`src/rtl/vga_timing_pkg.sv`:
```
// vga_timing_pkg: shared 640x480 timing constants, widths and controller state encoding
package vga_timing_pkg;
  localparam int H_ACTIVE = 640;
  localparam int H_FP = 16;
  localparam int H_SYNC = 96;
  localparam int H_BP = 48;
  localparam int V_ACTIVE = 480;
  localparam int V_FP = 10;
  localparam int V_SYNC = 2;
  localparam int V_BP = 33;
  localparam int H_TOTAL = H_ACTIVE + H_FP + H_SYNC + H_BP;
  localparam int V_TOTAL = V_ACTIVE + V_FP + V_SYNC + V_BP;
  localparam int CNT_W = 10;
  localparam int RGB_W = 12;
  typedef enum logic [1:0] {IDLE, RUN, STOPPING} state_t;
endpackage

```
`src/rtl/vga_timing_ctrl_if.sv`:
```
// vga_timing_ctrl_if: pixel request, generator colour and pin bundle of the VGA timing controller
interface vga_timing_ctrl_if;
  import vga_timing_pkg::*;
  logic en;
  logic [RGB_W-1:0] pix_rgb;
  logic [CNT_W-1:0] x;
  logic [CNT_W-1:0] y;
  logic active;
  logic line_start;
  logic frame_start;
  logic [RGB_W-1:0] rgb;
  logic hs;
  logic vs;
  logic running;
  modport master (
    input en, pix_rgb,
    output x, y, active, line_start, frame_start, rgb, hs, vs, running
  );
  modport slave (
    output en, pix_rgb,
    input x, y, active, line_start, frame_start, rgb, hs, vs, running
  );
endinterface

```
`src/rtl/vga_axis_counter.sv`:
```
// vga_axis_counter: one timing axis counter with wrap pulse, active-area and sync-window flags
module vga_axis_counter import vga_timing_pkg::*; #(
  parameter int ACTIVE = H_ACTIVE,
  parameter int FP = H_FP,
  parameter int SYNC = H_SYNC,
  parameter int BP = H_BP
)(
  input  logic clk,
  input  logic rst,
  input  logic inc,
  output logic [CNT_W-1:0] count,
  output logic wrap,
  output logic in_active,
  output logic in_sync
);
  localparam logic [CNT_W-1:0] LAST = CNT_W'(ACTIVE + FP + SYNC + BP - 1);
  localparam logic [CNT_W-1:0] ACT_END = CNT_W'(ACTIVE);
  localparam logic [CNT_W-1:0] SYNC_BEG = CNT_W'(ACTIVE + FP);
  localparam logic [CNT_W-1:0] SYNC_END = CNT_W'(ACTIVE + FP + SYNC);
  assign wrap = inc && count == LAST;
  assign in_active = count < ACT_END;
  assign in_sync = count >= SYNC_BEG && count < SYNC_END;
  always_ff @(posedge clk)
    if (rst) count <= '0;
    else if (inc) count <= wrap ? '0 : count + 1'b1;
endmodule

```
`src/rtl/vga_timing_ctrl.sv`:
```
// vga_timing_ctrl: VGA h/v timing, run/stop sequencing and latency-matched colour/sync pin stage
module vga_timing_ctrl #(
  parameter int H_ACTIVE = vga_timing_pkg::H_ACTIVE,
  parameter int H_FP = vga_timing_pkg::H_FP,
  parameter int H_SYNC = vga_timing_pkg::H_SYNC,
  parameter int H_BP = vga_timing_pkg::H_BP,
  parameter int V_ACTIVE = vga_timing_pkg::V_ACTIVE,
  parameter int V_FP = vga_timing_pkg::V_FP,
  parameter int V_SYNC = vga_timing_pkg::V_SYNC,
  parameter int V_BP = vga_timing_pkg::V_BP,
  parameter bit SYNC_NEG = 1'b1,
  parameter int PIPE_DLY = 2
)(
  input logic clk,
  input logic rst,
  vga_timing_ctrl_if.master vid
);
  import vga_timing_pkg::*;
  state_t state;
  logic [CNT_W-1:0] hcnt, vcnt;
  logic cnt_en, in_run, h_wrap, v_wrap, h_act, v_act, h_sync, v_sync;
  logic [2:0] raw, tap;
  assign cnt_en = state != IDLE;
  assign in_run = state == RUN;
  vga_axis_counter #(.ACTIVE(H_ACTIVE), .FP(H_FP), .SYNC(H_SYNC), .BP(H_BP)) u_h (
    .clk(clk), .rst(rst), .inc(cnt_en), .count(hcnt), .wrap(h_wrap), .in_active(h_act), .in_sync(h_sync)
  );
  vga_axis_counter #(.ACTIVE(V_ACTIVE), .FP(V_FP), .SYNC(V_SYNC), .BP(V_BP)) u_v (
    .clk(clk), .rst(rst), .inc(h_wrap), .count(vcnt), .wrap(v_wrap), .in_active(v_act), .in_sync(v_sync)
  );
  always_ff @(posedge clk)
    if (rst) state <= IDLE;
    else if (state == IDLE) state <= vid.en ? RUN : IDLE;
    else state <= vid.en ? RUN : v_wrap ? IDLE : STOPPING;
  assign vid.x = hcnt;
  assign vid.y = vcnt;
  assign vid.running = cnt_en;
  assign vid.active = h_act && v_act && in_run;
  assign vid.line_start = hcnt == '0 && v_act && in_run;
  assign vid.frame_start = hcnt == '0 && vcnt == '0 && in_run;
  assign raw = {h_sync, v_sync, vid.active};
  generate
    if (PIPE_DLY == 0) begin : g_nodly
      assign tap = raw;
    end else begin : g_dly
      logic [2:0] sr [PIPE_DLY];
      always_ff @(posedge clk) begin
        sr[0] <= rst ? '0 : raw;
        for (int k = 1; k < PIPE_DLY; k++) sr[k] <= rst ? '0 : sr[k-1];
      end
      assign tap = sr[PIPE_DLY-1];
    end
  endgenerate
  always_ff @(posedge clk)
    if (rst) begin
      vid.rgb <= '0;
      vid.hs <= SYNC_NEG;
      vid.vs <= SYNC_NEG;
    end else begin
      vid.rgb <= tap[0] ? vid.pix_rgb : '0;
      vid.hs <= tap[2] ^ SYNC_NEG;
      vid.vs <= tap[1] ^ SYNC_NEG;
    end
endmodule

```
`src/flat_wrapper.sv`:
```
// flat-port wrapper written by rule: the top's interface ports become plain ports
module vga_timing_ctrl_flat import vga_timing_pkg::*;
#(
  parameter int H_ACTIVE = vga_timing_pkg::H_ACTIVE,
  parameter int H_FP = vga_timing_pkg::H_FP,
  parameter int H_SYNC = vga_timing_pkg::H_SYNC,
  parameter int H_BP = vga_timing_pkg::H_BP,
  parameter int V_ACTIVE = vga_timing_pkg::V_ACTIVE,
  parameter int V_FP = vga_timing_pkg::V_FP,
  parameter int V_SYNC = vga_timing_pkg::V_SYNC,
  parameter int V_BP = vga_timing_pkg::V_BP,
  parameter bit SYNC_NEG = 1'b1,
  parameter int PIPE_DLY = 2
)
  (clk, rst, vid_en, vid_pix_rgb, vid_x, vid_y, vid_active, vid_line_start, vid_frame_start, vid_rgb, vid_hs, vid_vs, vid_running);
  vga_timing_ctrl_if vid_i ();
  input logic clk;
  input logic rst;
  input wire logic [$bits(vid_i.en)-1:0] vid_en;
  input wire logic [$bits(vid_i.pix_rgb)-1:0] vid_pix_rgb;
  output wire logic [$bits(vid_i.x)-1:0] vid_x;
  output wire logic [$bits(vid_i.y)-1:0] vid_y;
  output wire logic [$bits(vid_i.active)-1:0] vid_active;
  output wire logic [$bits(vid_i.line_start)-1:0] vid_line_start;
  output wire logic [$bits(vid_i.frame_start)-1:0] vid_frame_start;
  output wire logic [$bits(vid_i.rgb)-1:0] vid_rgb;
  output wire logic [$bits(vid_i.hs)-1:0] vid_hs;
  output wire logic [$bits(vid_i.vs)-1:0] vid_vs;
  output wire logic [$bits(vid_i.running)-1:0] vid_running;
  assign vid_i.en = vid_en;
  assign vid_i.pix_rgb = vid_pix_rgb;
  assign vid_x = vid_i.x;
  assign vid_y = vid_i.y;
  assign vid_active = vid_i.active;
  assign vid_line_start = vid_i.line_start;
  assign vid_frame_start = vid_i.frame_start;
  assign vid_rgb = vid_i.rgb;
  assign vid_hs = vid_i.hs;
  assign vid_vs = vid_i.vs;
  assign vid_running = vid_i.running;
  vga_timing_ctrl #(.H_ACTIVE(H_ACTIVE), .H_FP(H_FP), .H_SYNC(H_SYNC), .H_BP(H_BP), .V_ACTIVE(V_ACTIVE), .V_FP(V_FP), .V_SYNC(V_SYNC), .V_BP(V_BP), .SYNC_NEG(SYNC_NEG), .PIPE_DLY(PIPE_DLY)) u_core (.clk(clk), .rst(rst), .vid(vid_i));
endmodule
```
`config.mk`:
```
export PLATFORM = sky130hd
export DESIGN_NAME = vga_timing_ctrl_flat
export DESIGN_NICKNAME = d
export VERILOG_FILES = /design/src/rtl/vga_timing_pkg.sv /design/src/rtl/vga_timing_ctrl_if.sv /design/src/rtl/vga_axis_counter.sv /design/src/rtl/vga_timing_ctrl.sv /design/src/flat_wrapper.sv
export SDC_FILE = /design/constraint.sdc
export NUM_CORES = 1
export LEC_CHECK = 0
export BUFFER_PORTS_ARGS = -buffer_cell sky130_fd_sc_hd__buf_2
export CORE_ASPECT_RATIO = 1.5
export CORE_MARGIN = 10
export CORE_UTILIZATION = 25
export DETAILED_ROUTE_END_ITERATION = 12
export GPL_TIMING_DRIVEN = 0
export PLACE_DENSITY = 0.52
export SLEW_MARGIN = 15
export SYNTH_ARGS = -nofsm -noshare
export SYNTH_HDL_FRONTEND = slang
export SYNTH_SLANG_ARGS = --single-unit
```
`constraint.sdc`:
```
create_clock -name clk -period 1.7 [get_ports clk]
set_clock_uncertainty 0.2 [all_clocks]
set_input_delay 0.17 -clock clk [delete_from_list [all_inputs] [get_ports clk]]
set_output_delay 0.17 -clock clk [all_outputs]
set_load 0.05 [all_outputs]
```
Word-level counts from Yosys, hierarchy flattened

Memories as Yosys holds them, arrays and structs flattened.
Index checks and enable logic that the tools add are counted.

Add/subtract/negate cells: 2
$lt $le $gt $ge: 6
Eq/ne operators: 3
Muxes and demuxes: 8
Bitwise gates (word level): 3
Reduce and logical (&&, ||, !) cells: 15

Operators by type and width:

| operator                                                                             | count |
|---|---|
| 10-bit by 1-bit adder with 10-bit output, second input constant                      | 2 |
| 10-bit == test, second input constant                                                | 2 |
| 10-bit zero test                                                                     | 2 |
| 10-bit < comparator, second input constant                                           | 2 |
| 10-bit by 9-bit < comparator with 1-bit output, second input constant                | 2 |
| 10-bit two-way mux                                                                   | 2 |
| 10-bit greater-or-equal comparator, second input constant                            | 1 |
| 10-bit by 9-bit greater-or-equal comparator with 1-bit output, second input constant | 1 |
| 1-bit logical AND                                                                    | 10 |
| 2-bit two-way mux                                                                    | 3 |
| 3-bit two-way mux                                                                    | 2 |
| 1-bit NOT                                                                            | 3 |
| 2-bit by 1-bit == test with 1-bit output, second input constant                      | 1 |
| 2-bit zero test                                                                      | 1 |
| 2-bit nonzero test                                                                   | 1 |
| 2-bit OR reduction                                                                   | 1 |
| 1-bit two-way mux                                                                    | 1 |

Flip-flop bits (word level): 36
Bits in writable memories: 6
Bits of input ports: 15
Output and inout port bits: 38
Word-level logic and storage cells: 44
Memories kept: 1

Memory list:

| name            | depth | bits a word | read ports | clocked after memory_dff | wr ports | RTL line              | RTL |
|---|---|---|---|---|---|---|---|
| u_core.g_dly.sr | 2     | 3           | 2          | 0                        | 2        | vga_timing_ctrl.sv:46 | `logic [2:0] sr [PIPE_DLY];` |

Logic depth before layout (Yosys ltp)

Word-level depth: 6
Gate-level depth with buffers: 6
Gate-level depth less buffers: 6

Hierarchy

From an unflattened synthesis, not the netlist that was laid out.

Cell total of the unflattened synthesis: 182
Area, all modules: 1744.2 um^2

Modules (own cells, without submodules):

| module                        | times used | cells each | area an instance (um^2) | seq. area each (um^2) |
|---|---|---|---|---|
| vga_timing_ctrl               | 1          | 61         | 690.7                   | 440.4 |
| vga_axis_counter (u_core.u_v) | 1          | 59         | 528.0                   | 200.2 |
| vga_axis_counter (u_core.u_h) | 1          | 62         | 525.5                   | 200.2 |

Worst setup path after synthesis

No wires, ideal clock.

Kind: register -> register
From: register u_core.u_h.count[1]
To: register u_core.u_v.count[7]
Setup time: 0.067 ns
Data arrival time: 1.966 ns
Data required time: 1.433 ns
Path slack: -0.533 ns
Cell stages (with the launch flop): 6
Path buffers: 0
Period minus slack after synthesis: 2.233 ns
Path through: dfxtp_1 > ha_1 > o2111a_2 > nand4_4 > or4b_4 > a21oi_2

Word-level cells in the longest chain between the ends: 4

RTL lines:

| element                | RTL line               | RTL |
|---|---|---|
| start, declared        | vga_axis_counter.sv:11 | `output logic [CNT_W-1:0] count,` |
| start signal, assigned | vga_axis_counter.sv:25 | `else if (inc) count <= wrap ? '0 : count + 1'b1;` |
| 10-bit == test (*)     | vga_axis_counter.sv:20 | `assign wrap = inc && count == LAST;` |
| 1-bit logical AND (*)  | vga_axis_counter.sv:20 |  |
| 1-bit logical AND      | vga_axis_counter.sv:20 |  |
| 10-bit two-way mux     | vga_axis_counter.sv:25 |  |
| end signal, assigned   | vga_axis_counter.sv:25 |  |
| end, declared          | vga_axis_counter.sv:11 |  |

Every way passes the cells marked *; elsewhere a longest branch is shown, timed or not.
A chain may end at the register's enable or synchronous reset.

Worst setup path after layout

From: register u_core.u_v.count[1]
To: output port vid_frame_start

Word-level cells in the longest chain between the ends: 3

RTL lines:

| element                         | RTL line              | RTL |
|---|---|---|
| 10-bit zero test                | vga_timing_ctrl.sv:40 | `assign vid.frame_start = hcnt == '0 && vcnt == '0 && in_run;` |
| 1-bit logical AND (2 in series) | vga_timing_ctrl.sv:40 |  |
| end, declared                   | flat_wrapper.sv:25    | `output wire logic [$bits(vid_i.frame_start)-1:0] vid_frame_start;` |

Every way passes these cells.

==> summary.txt <==
Outcome -> finished with violations
Failing checks -> setup timing
Max-cap viol count -> 0
Routability cong. -> 0.776
Nets -> 284
Register Area -> 893 um2
Slew HR -> 0.629
I/O pin cnt -> 53
Critical path's top delay family -> simple AND/OR/NAND/NOR gates
Hold depth -> 3
Worst Setup Path Type -> flip-flop to primary output
R2r startpoint -> u_core.u_h.count[1]
Count of cell types in the netlist -> 45
Worst Hold Class -> primary input to flip-flop
Critical path launch point type -> flip-flop
Core area -> 6900 um2
Routed WL -> 5.07 mm
Post-route ant nets -> 0
Async SR Flop Fraction -> 0
Post-synthesis xor/xnor area fraction -> 0.0445
Slowest stage delay, CP -> 0.36 ns
CP endpoint kind -> primary output
Pre-antenna DRT Iters -> 4
Post-synthesis adder-cell area fraction -> 0.0282
RSZ-0062 raised after global routing -> true
Max FO, Critical Path -> 6
Achievable Freq -> 516 MHz
CTS tree -> built
Hold Path End -> u_core.g_dly.sr[0][1]
Count of input and output buffers -> 52
Main combinational cell family by area after synthesis -> simple AND/OR/NAND/NOR gates
Fillers -> 688
Worst R2R End -> u_core.u_v.count[9]
Slack of the critical path -> -0.240 ns
Final clock period utilization by the worst path -> 1.14
Max clock buf depth -> 2
Via density -> 4.63
Mux cell area share after synthesis -> 0
Max Transition Viols Final -> 0
Area Growth Syn to Fin -> 50.1%
EDFF count, synth -> 0
Synth Instances -> 181
Largest net degree at the start of global routing -> 14
Vias in the first global route -> 1621
Starting Density -> 0.257
Post-synthesis compound-gate area fraction -> 0.0924
Root buffer cell -> clkbuf_8
Worst ir drop on vdd -> 0.000379 V
Initial drt markers -> 63
#FFs+latches synth -> 42
H-tree Lvls -> 2
Worst slack, placed -> -0.179 ns
Worst-path clk slew -> 0.08 ns
Global-route wire length before repair -> 8.13 mm
Worst path bufs/invs -> 2
P_leak -> 0.00109 uW
Total track usage -> 0.0933
Routed length per instance -> 14.7 um
Syn nets -> 200
Number of antenna violations at the first check in global routing -> 0
DR vias -> 1594
CTS Buf Count -> 5
Syn Area/Cell -> 9.80 um2
Area of the multi-input gates -> 992 um2
Total chip power -> 1930 uW
Clk sinks -> 42
Post-DP HPWL -> 3.62 mm
Drt drc -> 0
Mapped Area -> 1770 um2
Synth Flop Type -> dfxtp_1
Tightest Pin Transition -> 0.556 ns
Slowest cell on crit path -> dfxtp_2
Clock insertion delay at the later pin of the skew report -> 0.29 ns
Worst Path Required -> 1.33 ns
Hold_ws -> 0.0516 ns
Final setup viols -> 13
R2r setup slk -> -0.12 ns
Hold path startpoint -> rst
Grt total ovfl -> 0
Die extent in y -> 123 um
FP Rows -> 37
Die width -> 88.8 um
Antenna cell count -> 0
Crit-path cells -> inv_2 -> ha_1 -> nor2b_2 -> nand4_1 -> nor2_4 -> buf_8
Share of cells above drive strength 1 -> 0.477
Reg2Reg Depth -> 5
Yosys warnings -> 0
Cell Pwr Density -> 725 nW/um2
Setup TNS -> -1.15 ns
Core Util, Final -> 0.386
Final hold vios -> 0
Min cycle time layout -> 1.94 ns
Die area -> 10900 um2
Sequential-to-total area share from yosys stat -> 0.474
Worst endpoint data arrival time -> 1.57 ns
Post-synthesis simple-gate area fraction -> 0.327
==> cell families (layout without fill, tap and decap cells) <==
group | after synthesis | count (layout)
adders and majority gates | 4 | 4
AOI/OAI and AO/OA | 25 | 25
buffers and inverters | 12 | 97
xor gates and xnor gates | 9 | 9
DFF | 42 | 42
and+or+nand+nor | 89 | 89
==> flip-flops by register name, summed over array words and instances, names as in the netlist <==
register          cells
u_core.u_h.count     10
u_core.vid.rgb       12
u_core.vid.vs         1
u_core.vid.hs         1
u_core.g_dly.sr       6
u_core.u_v.count     10
u_core.state          2
==> tightest hold or removal path, stage by stage <==
cell,delay (ns)
buf_2,0.15
or4b_2,0.14
nor4b_1,0.04
==> timing repair <==
item                                    CTS  global route
pin swaps                                 7             7
endpoints found under the hold margin    14             0
setup buffers                             9             4
endpoints found under the setup margin   14            19
gates resized for setup                  19            12
hold buffers                             13             0
==> final cells by class <==
| class | instances | area share |
|---|---|---|
| Tap cell | 78 | 0.0367 |
| Clock buffer | 8 | 0.0418 |
| Inverter | 7 | 0.00987 |
| Buffer | 4 | 0.00987 |
| Multi-Input combinational cell | 127 | 0.373 |
| Sequential cell | 42 | 0.336 |
| Timing Repair Buffer | 78 | 0.193 |
==> per-stage QoR <==
| step | std cells | cell area, um2 |
|---|---|---|
| 4_1_cts | 340 | 2580 |
| 5_1_grt | 344 | 2660 |
| 2_1_floorplan | 181 | 1870 |
| 3_5_place_dp | 311 | 2230 |
| 6_report | 344 | 2660 |
| 3_3_place_gp | 311 | 2230 |
==> how the worst max path moves through the flow <==
stage / from / end / slack, ns / cells past startpoint
floorplan: u_core.u_h.count[1] / u_core.u_v.count[7] / -0.17 / 5
global placement: u_core.u_h.count[1] / u_core.u_v.count[7] / -0.17 / 5
detailed placement: u_core.u_h.count[1] / u_core.u_v.count[4] / -0.18 / 5
CTS: u_core.u_h.count[7] / vid_line_start / -0.28 / 5
global route: u_core.u_v.count[1] / vid_frame_start / -0.31 / 6
finish: u_core.u_v.count[1] / vid_frame_start / -0.24 / 6
==> cell usage in the layout, fill, tap and decap left out, types with 6 or more instances in the layout <==
cell,netlist,layout
and2_1,13,13
dlygate4sd3_1,0,13
dfxtp_4,0,10
nor2_1,12,9
nand2_1,6,6
buf_2,0,49
dfxtp_1,42,20
dfxtp_2,0,12
buf_4,2,14
clkbuf_8,0,6
a21oi_1,12,10
nor2b_1,7,6
nor3_1,7,6
nand3_1,9,9
==> metal layers <==
layer  share of wire  vias to the layer above  global-route usage  wire (um)
li1                -                      812                   -          -
met1            0.41                      718               0.107       2100
met2            0.47                       56               0.152       2390
met3           0.096                        8              0.0355        489
met4           0.018                        0              0.0375         90
met5               0                        -                   0          0
==> power breakdown <==
| part | total (uW) | switching [uW] | leakage, uW | internal (uW) |
|---|---|---|---|---|
| Sequential | 991 | 10.7 | 0.000353 | 980 |
| Combinational | 181 | 100 | 0.000684 | 80.5 |
| Clock | 759 | 339 | 0.0000566 | 420 |
==> Yosys cell counts, drive strengths merged (4+ instances only) <==
cell type / count / share of area
nand2: 6 / 0.013
xor2: 4 / 0.020
nor2b: 7 / 0.025
ha: 4 / 0.028
dfxtp: 42 / 0.47
o21ai: 4 / 0.011
and4: 4 / 0.020
nand3: 10 / 0.031
a21oi: 13 / 0.039
nor3: 8 / 0.029
nand4: 5 / 0.026
inv: 7 / 0.015
and2: 13 / 0.046
nor2: 13 / 0.037
xnor2: 5 / 0.025
Power figures use the tool's default switching activity.
